$ cat src/rtl/mem_stage_pkg.sv
// mem_stage_pkg
// Shared definitions for the MEM pipeline stage: bus widths, field offsets
// of the EX->MEM bus, load-op encodings and the response-buffer states.
// No ports (package).
package mem_stage_pkg;

  localparam int ES_BUS_W  = 75;
  localparam int MS_BUS_W  = 70;
  localparam int FWD_BUS_W = 39;

  // es_to_ms_bus field offsets
  localparam int ES_PC_LSB      = 0;
  localparam int ES_ALU_LSB     = 32;
  localparam int ES_DEST_LSB    = 64;
  localparam int ES_GRWE_BIT    = 69;
  localparam int ES_RFM_BIT     = 70;
  localparam int ES_LOADOP_LSB  = 71;
  localparam int ES_MEMREQ_BIT  = 74;

  // ms_to_ws_bus field offsets
  localparam int MS_RES_LSB  = 0;
  localparam int MS_DEST_LSB = 32;
  localparam int MS_GRWE_BIT = 37;
  localparam int MS_PC_LSB   = 38;

  // ms_to_ds_bus field offsets
  localparam int FWD_RES_LSB   = 0;
  localparam int FWD_DEST_LSB  = 32;
  localparam int FWD_WAIT_BIT  = 37;
  localparam int FWD_WE_BIT    = 38;

  typedef enum logic [2:0] {
    LOAD_LW  = 3'd0,
    LOAD_LB  = 3'd1,
    LOAD_LBU = 3'd2,
    LOAD_LH  = 3'd3,
    LOAD_LHU = 3'd4
  } load_op_e;

  typedef enum logic {
    BUF_EMPTY = 1'b0,
    BUF_FULL  = 1'b1
  } buf_state_e;

  // Field order matches es_to_ms_bus, MSB first.
  typedef struct packed {
    logic        mem_req;
    logic [2:0]  load_op;
    logic        res_from_mem;
    logic        gr_we;
    logic [4:0]  dest;
    logic [31:0] alu_result;
    logic [31:0] pc;
  } es_bus_t;

endpackage

$ cat src/rtl/mem_stage_load_align.sv
// mem_stage_load_align
// Combinational load-data extraction: picks the addressed byte/half of the
// raw read word and sign/zero-extends it. Unknown load ops return the word.
// Ports:
//   raw_i       32  raw read word
//   off_i       2   byte offset (address[1:0])
//   load_op_i   3   load op encoding (load_op_e)
//   load_data_o 32  extracted, extended data
module mem_stage_load_align
  import mem_stage_pkg::*;
(
  input  logic [31:0] raw_i,
  input  logic [1:0]  off_i,
  input  logic [2:0]  load_op_i,
  output logic [31:0] load_data_o
);

  logic [7:0]  byte_sel;
  logic [15:0] half_sel;

  always_comb begin
    byte_sel = 8'(raw_i >> {off_i, 3'b000});
    half_sel = off_i[1] ? raw_i[31:16] : raw_i[15:0];
    case (load_op_i)
      LOAD_LB:  load_data_o = {{24{byte_sel[7]}}, byte_sel};
      LOAD_LBU: load_data_o = {24'h0, byte_sel};
      LOAD_LH:  load_data_o = {{16{half_sel[15]}}, half_sel};
      LOAD_LHU: load_data_o = {16'h0, half_sel};
      default:  load_data_o = raw_i;
    endcase
  end

endmodule

$ cat src/rtl/mem_stage.sv
// mem_stage
// MEM pipeline stage between EX and WB. Holds the instruction until the
// data-SRAM response for its memory request arrives, buffering the response
// if WB is stalled, then forwards {pc, gr_we, dest, final_result} to WB.
// Also drives the forwarding/stall bus towards ID.
// Ports:
//   clk, resetn          clock, async active-low reset
//   es_to_ms_valid/_bus  instruction from EX
//   ms_allowin           MEM can accept from EX
//   ws_allowin           WB can accept
//   ms_to_ws_valid/_bus  result to WB
//   ms_to_ds_bus         {fwd_we, load_wait, dest, result} to ID
//   data_sram_data_ok    response pulse for oldest outstanding request
//   data_sram_rdata      read data, valid with data_ok
//
// Response buffer states:
//   state     | meaning
//   BUF_EMPTY | no captured response; read data comes straight from SRAM
//   BUF_FULL  | response captured while WB stalled; held until MEM drains
module mem_stage
  import mem_stage_pkg::*;
(
  input  logic                 clk,
  input  logic                 resetn,
  input  logic                 es_to_ms_valid,
  input  logic [ES_BUS_W-1:0]  es_to_ms_bus,
  output logic                 ms_allowin,
  input  logic                 ws_allowin,
  output logic                 ms_to_ws_valid,
  output logic [MS_BUS_W-1:0]  ms_to_ws_bus,
  output logic [FWD_BUS_W-1:0] ms_to_ds_bus,
  input  logic                 data_sram_data_ok,
  input  logic [31:0]          data_sram_rdata
);

  logic       ms_valid_q, ms_valid_d;
  es_bus_t    es_q, es_d;
  buf_state_e buf_q, buf_d;
  logic [31:0] buf_data_q, buf_data_d;

  logic        buf_valid;
  logic        ms_ready_go;
  logic        load_wait;
  logic [31:0] raw_data;
  logic [31:0] load_data;
  logic [31:0] final_result;

  always_ff @(posedge clk or negedge resetn) begin
    if (!resetn) begin
      ms_valid_q <= 1'b0;
      es_q       <= '0;
      buf_q      <= BUF_EMPTY;
      buf_data_q <= '0;
    end else begin
      ms_valid_q <= ms_valid_d;
      es_q       <= es_d;
      buf_q      <= buf_d;
      buf_data_q <= buf_data_d;
    end
  end

  assign buf_valid      = (buf_q == BUF_FULL);
  assign ms_ready_go    = !es_q.mem_req || buf_valid || data_sram_data_ok;
  assign ms_allowin     = !ms_valid_q || (ms_ready_go && ws_allowin);
  assign ms_to_ws_valid = ms_valid_q && ms_ready_go;

  always_comb begin
    ms_valid_d = ms_valid_q;
    es_d       = es_q;
    if (ms_allowin) begin
      ms_valid_d = es_to_ms_valid;
      es_d       = es_to_ms_bus;
    end
  end

  // Capture only a response that belongs to the instruction in MEM and
  // cannot leave this cycle; anything else (stale/orphan data_ok) is dropped.
  always_comb begin
    buf_d      = buf_q;
    buf_data_d = buf_data_q;
    case (buf_q)
      BUF_EMPTY: begin
        if (ms_valid_q && es_q.mem_req && data_sram_data_ok && !ws_allowin) begin
          buf_d      = BUF_FULL;
          buf_data_d = data_sram_rdata;
        end
      end
      BUF_FULL: begin
        if (ms_to_ws_valid && ws_allowin) begin
          buf_d = BUF_EMPTY;
        end
      end
      default: buf_d = BUF_EMPTY;
    endcase
  end

  assign raw_data = buf_valid ? buf_data_q : data_sram_rdata;

  mem_stage_load_align u_load_align (
    .raw_i       (raw_data),
    .off_i       (es_q.alu_result[1:0]),
    .load_op_i   (es_q.load_op),
    .load_data_o (load_data)
  );

  assign final_result = es_q.res_from_mem ? load_data : es_q.alu_result;
  assign load_wait    = ms_valid_q && es_q.res_from_mem && !ms_ready_go;

  assign ms_to_ws_bus = {es_q.pc, es_q.gr_we, es_q.dest, final_result};
  assign ms_to_ds_bus = {ms_valid_q && es_q.gr_we, load_wait, es_q.dest, final_result};

endmodule

$ cat config.mk
export PLATFORM = sky130hd
export DESIGN_NAME = mem_stage
export DESIGN_NICKNAME = d
export VERILOG_FILES = /design/src/rtl/mem_stage_pkg.sv /design/src/rtl/mem_stage_load_align.sv /design/src/rtl/mem_stage.sv
export SDC_FILE = /design/constraint.sdc
export NUM_CORES = 1
export LEC_CHECK = 0
export ABC_AREA = 1
export ABC_CLOCK_PERIOD_IN_PS = 1700
export BUFFER_PORTS_ARGS = -buffer_cell sky130_fd_sc_hd__buf_2
export CORE_ASPECT_RATIO = 0.5
export CORE_MARGIN = 2
export CORE_UTILIZATION = 47
export DETAILED_ROUTE_END_ITERATION = 12
export PLACE_DENSITY = 0.81
export REMOVE_ABC_BUFFERS = 1
export SLEW_MARGIN = 25
export SYNTH_ARGS = -nofsm -noshare
export SYNTH_HDL_FRONTEND = slang
export SYNTH_SLANG_ARGS = --single-unit
$ cat constraint.sdc
create_clock -name clk -period 1.7 [get_ports clk]
set_input_delay 0.34 -clock clk [delete_from_list [all_inputs] [get_ports clk]]
set_output_delay 0.34 -clock clk [all_outputs]
set_load 0.05 [all_outputs]
==> results of run 1 <==
[how the worst max path moves through the flow]
stage	startpoint	to	slack [ns]	cells after the start
after global placement	es_q[72]	ms_to_ds_bus[0]	-0.33	8
after floorplan	buf_q	ms_to_ds_bus[14]	-1.74	7
after global routing	buf_q	ms_to_ds_bus[27]	-1.0	11
after CTS	es_q[72]	ms_to_ds_bus[1]	-0.64	12
final	buf_q	ms_to_ds_bus[10]	-0.96	11
after detailed placement	buf_q	ms_to_ds_bus[19]	-0.38	11
[per-layer routing]
layer  part of all wire (%)  vias to the layer above  GRT usage (%)
li1                       -                     2908              -
met1                     35                     3480          29.52
met2                     45                      755          43.66
met3                     13                      279          5.867
met4                    7.6                        2          11.52
met5                  0.041                        -              0
[sequential cells by signal (all words and copies together), names as in the netlist]
name          cells
ms_valid_q        1
ms_to_ds_bus      5
buf_data_q       32
buf_q             1
ms_to_ws_bus     33
es_q             37
[metrics by stage]
| step | worst slack, ns | power [uW] | std cells |
|---|---|---|---|
| after floorplan | -1.743 | 7842 | 661 |
| after global placement | -0.3296 | 9608 | 1154 |
| after detailed placement | -0.3846 | 9721 | 1154 |
| after CTS | -0.6417 | 12650 | 1176 |
| after global routing | -0.9971 | 15360 | 1208 |
| final | -0.9647 | 14940 | 1209 |
[placed cells by master, fill, tap and decap left out, types with 5 or more instances in the layout]
cell	netlist	layout
buf_12	1	16
nand3_1	104	74
a31oi_2	0	5
o21ai_2	0	14
o21ai_1	0	9
buf_2	10	154
inv_1	50	29
a21oi_2	0	13
nand2_1	222	146
clkbuf_16	0	17
nor2_1	18	12
nand3_4	1	12
dfrtp_1	109	104
inv_2	4	22
a21oi_1	23	6
nand2_2	5	53
nand3_2	3	22
buf_4	76	49
nand2_4	1	28
mux2_4	68	80
buf_8	1	52
dfrtp_2	0	5
buf_6	16	50
[what timing repair did]
item,in CTS,in global routing
buffers inserted,4,22
setup endpoints to repair,114,136
endpoints found under the hold margin,0,0
resized for setup,168,337
pin swaps,1,46
cloned,2,12
[where the power goes]
part / internal, uW / switching, uW / total, uW
logic: 3580 / 5480 / 9060
registers: 3200 / 525 / 3720
clock network: 1100 / 1060 / 2150
[area by class of cell]
type	count	area share (%)
clock inverters	5	0.3940
clock buffers	11	2.412
inverters	55	2.113
well taps	198	2.364
multi-input cells	497	37.10
flip-flops and latches	109	26.09
repair buffers	332	29.44
repair inverters	1	0.05970
diodes	1	0.02388
[cells by family (layout without fill, tap and decap cells)]
| logic type | Yosys count | in the layout | synth area share [%] |
|---|---|---|---|
| and+or+nand+nor | 360 | 360 | 22.75 |
| buffers and inverters | 173 | 404 | 16.05 |
| DFF | 109 | 109 | 39.71 |
| muxes | 84 | 84 | 17.49 |
| AOI/OAI and AO/OA | 53 | 53 | 4.007 |
| other | 0 | 1 | 0 |
==> impl_metrics.json, run 1 <==
{
  "tightest_slew_ns": 0.4574,
  "drt_first_iter_violations": 1255,
  "status": "finished with violations",
  "cts_buffers": 9,
  "grt_overflow": 0,
  "reg2reg_depth": 10,
  "syn_inst": 779,
  "cp-end-kind": "output port",
  "clk_pin_slew_ns": 0.08,
  "final_core_utilization_pct": 72.82,
  "start_util_pct": 47.73,
  "startpoint_type": "flip-flop",
  "clock_skew_ns": 0.01044,
  "holdWs_ns": 0.002806,
  "cpPeakStageDelay_ns": 0.50,
  "die_w_microns": 175.0,
  "ys_async_sr_fraction_pct": 100.0,
  "ys_ff_latch": 109,
  "synth_warnings": 0,
  "hpwl_microns": 13280,
  "rows": 31,
  "vias": 7424,
  "slew_headroom_pct": 69.51,
  "clock-root-buffer": "clkbuf_16",
  "cts.sink_count": 109,
  "avgSynthCellArea_sq_um": 8.818,
  "regArea_sq_um": 2734,
  "ant_nets": 0,
  "finalSetupViolCount": 170,
  "multiInputGateArea_sq_um": 3887,
  "cp.arrival_ns": 2.32,
  "yosys.area.top_type_share_pct": 39.71,
  "avgViaCountPerCell": 6.141,
  "synth-seq-area-share_pct": 39.71,
  "drive_gt1_share_pct": 62.18,
  "synthFlopType": "dfrtp_1",
  "violations": "negative setup slack",
  "leakagePower_uw": 0.005482,
  "grt_max_degree": 78,
  "ioPinCount": 223,
  "period_needed_ns": 2.665,
  "cts.path.max_buffers": 2,
  "setup_ws_ns": -0.9647,
  "hold_path.class": "input pin to async pin",
  "core-area_sq_um": 14390,
  "cap_violations": 0,
  "period_share_pct": 156.7,
  "insertion_delay_ns": 0.36,
  "timing.rr.end": "ms_to_ws_bus[50]",
  "port_buffers": 222,
  "timing.fmax_ghz": 0.3753,
  "synth_cell_type_count": 29,
  "cts_tree": "built",
  "grt_first_pass_wirelength_microns": 30770,
  "die_area_sq_um": 15660,
  "yosysTopAreaCell": "dfrtp_1",
  "drtPass1Iterations": 10,
  "antenna_found_initial": 1,
  "netlist_area_sq_um": 6869,
  "globalplace.congestion": 0.9328,
  "drc": 0,
  "p_per_area_nw_per_um2": 1426,
  "synthTopCellsByArea": "dfrtp_1 40%, mux2_4 15%, nand2_1 12%",
  "path_buf_inv": 4,
  "htreeDepth": 3,
  "dpl-instance-area_sq_um": 8050,
  "nNetsFinal": 1117,
  "crit_slowest_cell": "dfrtp_2",
  "cp_top_family": "simple AND/OR/NAND/NOR gates",
  "critical_path_required_ns": 1.36,
  "fillers": 762,
  "grt.total_usage_pct": 24.78,
  "crit_top_cell": "nand2_1",
  "crit_type": "flip-flop to output port",
  "r2r_slack_ns": -0.27,
  "synth_most_common_cell": "nand2_1",
  "r2r-start": "buf_q",
  "grt_pass1_vias": 6193,
  "cts_hold_buf": 0,
  "rsz0062_at_grt": "yes",
  "wl_per_cell_microns": 23.96,
  "cp_max_fo": 8,
  "cp_cell_sequence": "buf_8, buf_6, nand2_1, nand3_1, nand3_1, nand2_1, inv_1, nand2_1, nand2_1, nand2_2, buf_6",
  "synth_edf_count": 0,
  "final_cell_area_sq_um": 10480,
  "finalHoldViolCount": 0,
  "maxSlewViolCount": 0,
  "areaGrowthSynthToFinish_pct": 52.55,
  "vdd.ir_drop.worst_mv": 0.5643,
  "die_h_microns": 89.49,
  "synthTopCellsByCount": "222 x nand2_1, 109 x dfrtp_1, 104 x nand3_1",
  "wirelength_microns": 28970,
  "setup-tns-final_ns": -74.26
}
Note: power is estimated with default switching activity, not from simulation.
==> run 2, diff against run 1 <==
- RECOVER_POWER: not set -> 25
==> run 2 against run 1 <==
  * The run still ends with negative setup slack left
  * Hold slack better by 0.17 ns
  * Via count is 0.36% lower
  * Clock skew hardly changed
  * Clock power hardly changed
  * Clock-buffer cell count stayed put
  * Register-to-register slack hardly changed
  * Fmax is 0.46% higher
  * Largest cell class unchanged
==> impl_metrics.json, run 2 (synthesis gave the netlist of run 1 again) <==
{
  "areaGrowthSynthToFinish_pct": 52.28,
  "final_core_utilization_pct": 72.69,
  "avgViaCountPerCell": 6.118,
  "cp_max_fo": 7,
  "fillers": 767,
  "final_common_cell": "buf_2",
  "internal_power_uw": 7871,
  "wl_per_cell_microns": 23.95,
  "crit_top_cell": "nand2_2",
  "p_sw_uw": 7071,
  "antenna_found_initial": 1,
  "ioPinCount": 223,
  "clock_skew_ns": 0.01020,
  "grt_first_pass_wirelength_microns": 30770,
  "drc": 0,
  "timing.fmax_ghz": 0.3770,
  "drive_gt1_share_pct": 62.08,
  "cp.arrival_ns": 2.31,
  "cts_buffers": 9,
  "vdd.ir_drop.worst_mv": 0.5646,
  "status": "finished with violations",
  "p_seq_share_pct": 24.9,
  "cp_cell_sequence": "clkinv_4, nand2_2, nand3_4, nand3_2, nand2_2, nand2_4, buf_8, nand3_2, nand2_2, inv_2, buf_6",
  "cts.path.max_buffers": 2,
  "period_needed_ns": 2.652,
  "cpPeakStageDelay_ns": 0.50,
  "grt.total_usage_pct": 24.78,
  "clock-root-buffer": "clkbuf_16",
  "startpoint_type": "flip-flop",
  "start_util_pct": 47.73,
  "final_cells": 1209,
  "crit_slowest_cell": "dfrtp_2",
  "top_register": "es_q",
  "grt_max_degree": 78,
  "finalHoldViolCount": 0,
  "drtPass1Iterations": 11,
  "violations": "negative setup slack",
  "cp-end-kind": "output port",
  "power_frac_clock_pct": 14.5,
  "multiInputGateArea_sq_um": 3887,
  "cts.sink_count": 109,
  "period_share_pct": 156.0,
  "maxSlewViolCount": 0,
  "ant_nets": 0,
  "core-area_sq_um": 14390,
  "r2r_slack_ns": -0.26,
  "final_cell_area_sq_um": 10460,
  "hpwl_microns": 13280,
  "critical_path_required_ns": 1.36,
  "clk_pin_slew_ns": 0.08,
  "swShare_pct": 47.32,
  "rsz0062_at_grt": "yes",
  "dpl-instance-area_sq_um": 8050,
  "htreeDepth": 3,
  "grt_pass1_vias": 6193,
  "vias": 7397,
  "cap_violations": 0,
  "p_per_area_nw_per_um2": 1428,
  "die_h_microns": 89.49,
  "insertion_delay_ns": 0.37,
  "largest_reg_flops": 37,
  "cts_tree": "built",
  "leakagePower_uw": 0.005473,
  "port_buffers": 222,
  "regArea_sq_um": 2734,
  "crit_type": "flip-flop to output port",
  "slew_headroom_pct": 23.59,
  "dp.cells": 1154,
  "final_cell_mix": "154 x buf_2, 146 x nand2_1, 104 x dfrtp_1",
  "nNetsFinal": 1117,
  "tightest_slew_ns": 1.146,
  "hold_path.class": "input pin to async pin",
  "comb_power_share_pct": 60.6,
  "die_w_microns": 175.0,
  "globalplace.congestion": 0.9328,
  "grt_overflow": 0,
  "wirelength_microns": 28950,
  "setup_ws_ns": -0.9524,
  "finalSetupViolCount": 170,
  "rows": 31,
  "drt_first_iter_violations": 1270,
  "die_area_sq_um": 15660
}
run 2: power by group through the flow:
stage               combinational (uW)  sequential (uW)  clock, uW
floorplan                         3740             4100          0
global placement                  6060             3550          0
finish                            9050             3720       2170
global route                      9300             3770       2280
CTS                               6960             3560       2140
detailed placement                6150             3570          0
run 2: critical path: cells and delay by family (launching register included):
family | cells | cell delay, ns
flip-flops | 1 | 0.50
AND/OR/NAND/NOR | 7 | 0.92
buffers and inverters | 4 | 0.52
run 2: cell type report:
class	instances	area share [%]
diodes	1	0.02392
clock buffers	11	2.416
clock inverters	5	0.3947
inverters	55	2.117
multi-input cells	497	37.17
flip-flops and latches	109	26.14
well taps	198	2.368
repair buffers	332	29.32
repair inverters	1	0.05981
run 2: what timing repair did:
item                       4_1_cts  5_1_grt
hold buffers                     0        0
setup endpoints to repair      114      136
setup buffers                    4       22
gates cloned                     2       12
pin swaps                        1       46
resized for setup              168      337
run 2: through the flow:
| stage | total power [uW] | setup TNS (ns) | setup slack [ns] | hold WS, ns |
|---|---|---|---|---|
| after global placement | 9608 | -16.62 | -0.3296 | 0.3995 |
| after detailed placement | 9721 | -21.40 | -0.3846 | 0.4088 |
| after global routing | 15350 | -78.17 | -0.9971 | 0.1916 |
| after CTS | 12650 | -43.90 | -0.6417 | 0.03165 |
| after floorplan | 7842 | -142.29 | -1.743 | 0.04441 |
| final | 14940 | -74.10 | -0.9524 | 0.1772 |
run 2: routing by layer:
metal	track usage (%)	up-vias	part of all wire, %
met5	0	-	0.041
met4	11.52	2	7.9
met3	5.867	280	13
met2	43.66	749	44
met1	29.52	3457	35
li1	-	2909	-
run 2: worst paths after layout:
path	cells after the start	to	startpoint
hold reg to reg	1	ms_to_ws_bus[59]	ms_to_ws_bus[59]
hold / removal	2	ms_to_ws_bus[64]	resetn
max in group asynchronous	2	es_q[33]	resetn
setup reg to reg	10	ms_to_ws_bus[50]	buf_q
min in group clk	3	es_q[52]	es_to_ms_bus[52]
setup / recovery	11	ms_to_ds_bus[20]	buf_q
